<file path="src/rtl/mem_access_unit_pkg.sv">
// mem_access_unit_pkg: memory opcode encodings, FSM states and lane constants shared by the load/store unit.
package mem_access_unit_pkg;
  localparam int LANES = 4;
  localparam int DW = LANES * 8;
  typedef enum logic [2:0] {
    MEM_B  = 3'b000,
    MEM_H  = 3'b001,
    MEM_W  = 3'b010,
    MEM_BU = 3'b100,
    MEM_HU = 3'b101
  } mem_op_e;
  typedef enum logic [1:0] {S_IDLE, S_REQ, S_WAIT, S_DONE} state_e;
endpackage

</file>
<file path="src/rtl/mem_access_unit_lane_align.sv">
// mau_lane_align: byte-lane store shift/mask and load shift/extend for one 4-byte word.
module mau_lane_align
  import mem_access_unit_pkg::*;
(
  input  logic [2:0]    op,
  input  logic [1:0]    off_raw,
  input  logic [DW-1:0] st_data,
  input  logic [DW-1:0] ld_raw,
  output logic [DW-1:0] st_wdata,
  output logic [3:0]    st_wmask,
  output logic [DW-1:0] ld_data
);
  logic is_b, is_h, uns;
  logic [1:0] off;
  logic [DW-1:0] ld_sh;
  always_comb begin
    is_b = (op == MEM_B) || (op == MEM_BU);
    is_h = (op == MEM_H) || (op == MEM_HU);
    uns = (op == MEM_BU) || (op == MEM_HU);
    // Misaligned halves/words drop the offending low bits; reserved ops fall into the word path
    off = is_b ? off_raw : is_h ? {off_raw[1], 1'b0} : 2'b00;
    st_wdata = is_b ? {24'b0, st_data[7:0]} << {off, 3'b000} :
               is_h ? {16'b0, st_data[15:0]} << {off, 3'b000} : st_data;
    st_wmask = is_b ? 4'b0001 << off : is_h ? 4'b0011 << off : 4'b1111;
    ld_sh = ld_raw >> {off, 3'b000};
    ld_data = is_b ? {{24{~uns & ld_sh[7]}}, ld_sh[7:0]} :
              is_h ? {{16{~uns & ld_sh[15]}}, ld_sh[15:0]} : ld_sh;
  end
endmodule

</file>
<file path="src/rtl/mem_access_unit.sv">
// mem_access_unit: multi-cycle load/store stage over a valid/ready memory bus.
// Define MAU_MISALIGN_CHECK_EN to flag misaligned H/W accesses via out_err instead of issuing them.
module mem_access_unit
  import mem_access_unit_pkg::*;
#(
  parameter int WIDTH = 32
) (
  input  logic             clk,
  input  logic             rst,
  input  logic             in_valid,
  output logic             in_ready,
  input  logic             in_we,
  input  logic [2:0]       in_mem_op,
  input  logic [WIDTH-1:0] in_addr,
  input  logic [WIDTH-1:0] in_wdata,
  output logic             mem_req_valid,
  input  logic             mem_req_ready,
  output logic [WIDTH-1:0] mem_addr,
  output logic             mem_wen,
  output logic [WIDTH-1:0] mem_wdata,
  output logic [3:0]       mem_wmask,
  input  logic             mem_rsp_valid,
  output logic             mem_rsp_ready,
  input  logic [WIDTH-1:0] mem_rsp_data,
  output logic             out_valid,
  input  logic             out_ready,
  output logic [WIDTH-1:0] out_rdata,
  output logic             out_err
);
  state_e state_q, state_d;
  logic we_q, we_d, err_q, err_d, mis;
  logic [2:0] op_q, op_d;
  logic [WIDTH-1:0] addr_q, addr_d, wdata_q, wdata_d, rdata_q, rdata_d;
  logic [WIDTH-1:0] st_wdata, ld_data;
  logic [3:0] st_wmask;

  mau_lane_align u_align (
    .op      (op_q),
    .off_raw (addr_q[1:0]),
    .st_data (wdata_q),
    .ld_raw  (mem_rsp_data),
    .st_wdata(st_wdata),
    .st_wmask(st_wmask),
    .ld_data (ld_data)
  );

`ifdef MAU_MISALIGN_CHECK_EN
  assign mis = ((in_mem_op == MEM_H || in_mem_op == MEM_HU) && in_addr[0]) ||
               (in_mem_op != MEM_B && in_mem_op != MEM_BU && in_mem_op != MEM_H &&
                in_mem_op != MEM_HU && in_addr[1:0] != 2'b00);
`else
  assign mis = 1'b0;
`endif

  always_comb begin
    state_d = state_q;
    we_d = we_q;
    op_d = op_q;
    addr_d = addr_q;
    wdata_d = wdata_q;
    rdata_d = rdata_q;
    err_d = err_q;
    case (state_q)
      S_IDLE: if (in_valid) begin
        we_d = in_we;
        op_d = in_mem_op;
        addr_d = in_addr;
        wdata_d = in_wdata;
        rdata_d = '0;
        err_d = mis;
        state_d = mis ? S_DONE : S_REQ;
      end
      S_REQ: state_d = mem_req_ready ? S_WAIT : S_REQ;
      S_WAIT: if (mem_rsp_valid) begin
        rdata_d = we_q ? '0 : ld_data;
        state_d = S_DONE;
      end
      default: state_d = out_ready ? S_IDLE : S_DONE;
    endcase
  end

  always_ff @(posedge clk or posedge rst) begin
    if (rst) begin
      state_q <= S_IDLE;
      we_q <= 1'b0;
      op_q <= 3'b000;
      addr_q <= '0;
      wdata_q <= '0;
      rdata_q <= '0;
      err_q <= 1'b0;
    end else begin
      state_q <= state_d;
      we_q <= we_d;
      op_q <= op_d;
      addr_q <= addr_d;
      wdata_q <= wdata_d;
      rdata_q <= rdata_d;
      err_q <= err_d;
    end
  end

  // Bus fields are gated to REQ so an idle or reset unit presents all zeros
  assign in_ready = state_q == S_IDLE;
  assign mem_req_valid = state_q == S_REQ;
  assign mem_addr = mem_req_valid ? {addr_q[WIDTH-1:2], 2'b00} : '0;
  assign mem_wen = mem_req_valid & we_q;
  assign mem_wdata = (mem_req_valid & we_q) ? st_wdata : '0;
  assign mem_wmask = (mem_req_valid & we_q) ? st_wmask : 4'b0000;
  assign mem_rsp_ready = state_q == S_WAIT;
  assign out_valid = state_q == S_DONE;
  assign out_rdata = rdata_q;
  assign out_err = err_q;
endmodule
</file>
<file path="config.mk">
export PLATFORM = sky130hd
export DESIGN_NAME = mem_access_unit
export DESIGN_NICKNAME = d
export VERILOG_FILES = /design/src/rtl/mem_access_unit_pkg.sv /design/src/rtl/mem_access_unit_lane_align.sv /design/src/rtl/mem_access_unit.sv
export SDC_FILE = /design/constraint.sdc
export NUM_CORES = 1
export LEC_CHECK = 0
export ABC_AREA = 1
export BUFFER_PORTS_ARGS = -buffer_cell sky130_fd_sc_hd__buf_2
export CORE_UTILIZATION = 30
export CTS_CLUSTER_DIAMETER = 50
export DETAILED_ROUTE_END_ITERATION = 7
export PLACE_DENSITY = 0.55
export SLEW_MARGIN = 40
export SYNTH_ARGS = -nofsm -noshare
export SYNTH_HDL_FRONTEND = slang
export SYNTH_SLANG_ARGS = --single-unit
</file>
<file path="constraint.sdc">
create_clock -name clk -period 6.7 [get_ports clk]
set_input_delay 1.34 -clock clk [delete_from_list [all_inputs] [get_ports clk]]
set_output_delay 1.34 -clock clk [all_outputs]
set_load 0.05 [all_outputs]
</file>
==> results by group <==
Power and ir drop
  • Power Density: between 600 and 700 mW/mm^2
  • Max VDD drop: between 0.3 and 0.4 mV
  • Power Total: 4227 uW
  • Leakage power: 0.003975 uW

Clock tree
  • PostCTS Resize Cnt: 0
  • Setup Fix Bufs, Post-CTS: 0
  • Clock transition at path regs: about 70 ps
  • Clock Path Buffers: 2
  • CTS tree: done
  • CTS Buf Count: 9
  • Root Driver: clkbuf_16
  • Clock latency on the worst-skew pair: 350 ps
  • # hold bufs at CTS: 0
  • CTS sink count: between 100 and 150
  • H-Tree Depth: 3

Critical path
  • Worst Path Required: 5360 ps
  • Worst Reg-to-Reg Cells: 8
  • Max incr delay on CP: 710 ps
  • RR Endpoint: out_rdata[25]
  • Top cell by count, worst path: nor2_4
  • Maximum fanout along the worst path: 36
  • WS Path Type: flop to output pin
  • FF-to-FF setup slack: 4160 ps
  • Crit end category: output pin
  • Slowest cell on crit path: dfrtp_2
  • WP buf/inv: 2
  • CP arrival: 2820 ps
  • Worst-path cell chain: nor2_4 -> nand2_4 -> inv_2 -> nor2_4 -> nand2_2 -> nor2_1 -> buf_2
  • Worst r2r src: addr_q[1]
  • Worst Setup Start Kind: flop
  • CP top delay family: simple AND/OR/NAND/NOR gates

Global routing
  • Vias in the first global route: 5054
  • Largest net degree at the start of global routing: 66
  • Initial antenna violation count: 0
  • GRT Residual Overflow: 0
  • Most Crowded Layer GR: met2
  • Met3 Track Usage GR: roughly 4.0%
  • Met2 Track Usage GR: 28.30%
  • Met1 Use GR: 24.86%
  • First-pass GRT wire length: 27050 um
  • Total track usage: a little under a fifth

Logic synthesis
  • Synth Area per Inst: 7.556 sq um
  • Mapped Area: 0.005569 sq mm
  • Post-synth EDFFs: 0
  • Main flop type after synthesis: dfrtp_1
  • FF+latch count, synth: 102
  • Synth warnings: 0
  • Seq/Total Area, Yosys: 45.83%
  • Post-synth top cells: nand2_1, nor2_1, dfrtp_1, a21oi_1, inv_1
  • Synth area leader: dfrtp_1
  • Post-synth cell types: 35
  • Leading cell type by number of instances after synthesis: nand2_1
  • Synth area leaders: dfrtp_1, nand2_1, nor2_1
  • Post-Syn Instances: 737
  • Yosys top cell area share: between 40% and 50%
  • Post-synth ARST share: 100.0%

Placed design
  • Port Buffer Count: about 210
  • Placer Congestion: 0.8724
  • Setup slack at placement: 2922 ps
  • Detailed placement HPWL: between 10000 and 15000 um

Routing
  • Via density: 4.763
  • DRC Markers: 22
  • Via count: 5496
  • Routed wire length: 17030 um
  • WL per Instance: ~15 um
  • Post-DRT Antenna Nets: 0
  • First DRT Iteration DRCs: about 260
  • Drt pass-1 iters: 7

STA
  • Final TNS setup: 0 ps
  • Max Fclk: 0.2403 GHz
  • Slew Limit Fails: 0
  • Fin crit period: 4161 ps
  • Crit share post-route: roughly 62%
  • Final hold vios: 0
  • Final setup margin: about 2500 ps
  • Skew final: 6.608 ps
  • # setup viols final: 0
  • Max-Slew Margin vs Limit: 53.41%
  • Worst Tran Pin Value: 698.9 ps
  • RSZ-0062 raised after global routing: false

Finish
  • ANT cells: 0
  • Syn-to-layout area delta: 25.84%
  • Layout cells sized above 1: ~30%
  • Nets: 1026

Hold path
  • Worst hold path class: flop to flop
  • Hold path depth: 2
  • Hold Path End: out_rdata[31]
  • Hold path start: out_rdata[31]

Floorplan
  • CORE AREA: 0.01809 sq mm
  • I/O Pins: roughly 210
  • Die Area: around 0.019 sq mm
  • # rows: 49
  • Initial Util: 30.79%
  • Die height: 138.3 um
  • Die X: 138.3 um

Outcome
  • Status: complete, but fails checks
  • Failing checks: DRC

Run
  • Max-cap violations: 0
==> cell type report <==
class	instances	area (sq um)
clock buffer	9	225.2
clock inverter	7	102.6
inverter	88	334.1
fill	1967	11080
multi-input combinational	509	2446
timing repair buffer	210	1060
sequential	102	2554
tap	229	286.5
==> metrics by stage <==
stage                     hold slack [ps]  cells  area, sq um  utilization (%)
after CTS                           483.5   1154         7004            38.73
after global routing                495.1   1154         7008            38.75
after global placement              460.1   1138         6675            36.91
final                               477.4   1154         7008            38.75
after detailed placement            464.7   1138         6676            36.91
after floorplan                     458.8    739         5577                -
==> tightest hold or removal path, delay by kind of cell, from the launching register on <==
family	cells	cell delay [ps]
flops	1	340
simple gates	2	100
==> registers in the layout, summed over array words and instances, names as in the netlist <==
register and cells:
state_q 2, wdata_q 32, addr_q 32, op_q 3, we_q 1, out_rdata 32
==> cell families after synthesis <==
logic type / after synthesis / synth area share, %
AOI/OAI and AO/OA: 162 / 15.52
and+or+nand+nor: 327 / 24.67
buffers and inverters: 128 / 10.47
other: 1 / 0.06734
muxes: 17 / 3.437
DFF: 102 / 45.83
==> routing by layer <==
metal	wire length (um)	part of all wire, %
met5	0	0
met4	246	1.4
met3	1087	6.4
met2	7761	46
met1	7933	47
==> cell usage in the layout (no fill, tap or decap), drive strengths merged <==
| cell type | synthesis | routed |
|---|---|---|
| a211oi | 1 | 1 |
| a21oi | 86 | 86 |
| a31oi | 8 | 8 |
| buf | 28 | 210 |
| bufinv | 0 | 2 |
| clkbuf | 12 | 9 |
| clkinv | 1 | 2 |
| clkinvlp | 0 | 1 |
| conb | 1 | 3 |
| dfrtp | 102 | 102 |
| inv | 87 | 90 |
| mux2 | 17 | 17 |
| nand2 | 164 | 164 |
| nand3 | 20 | 20 |
| nand3b | 1 | 1 |
| nand4 | 2 | 2 |
| nor2 | 133 | 133 |
| nor3 | 7 | 7 |
| o211ai | 1 | 1 |
| o21ai | 57 | 57 |
| o21bai | 8 | 8 |
| o221ai | 1 | 1 |
==> power breakdown <==
part	switching [uW]	total [uW]	internal [uW]	leakage [uW]
Combinational	2000	2580	578	0.00261
Sequential	168	1070	899	0.00121
Clock	251	583	332	0.000157
==> worst max-delay path by stage <==
stage | to | start | depth (start not counted) | slack [ps]
after floorplan | addr_q[0] | rst | 1 | 2680
after CTS | mem_wdata[1] | op_q[1] | 7 | 2520
after global placement | mem_wmask[3] | op_q[1] | 5 | 2320
after global routing | mem_wdata[1] | op_q[1] | 7 | 2300
after detailed placement | mem_wdata[1] | op_q[1] | 7 | 2920
final | mem_wdata[6] | op_q[1] | 7 | 2540
Power figures use the tool's default switching activity.
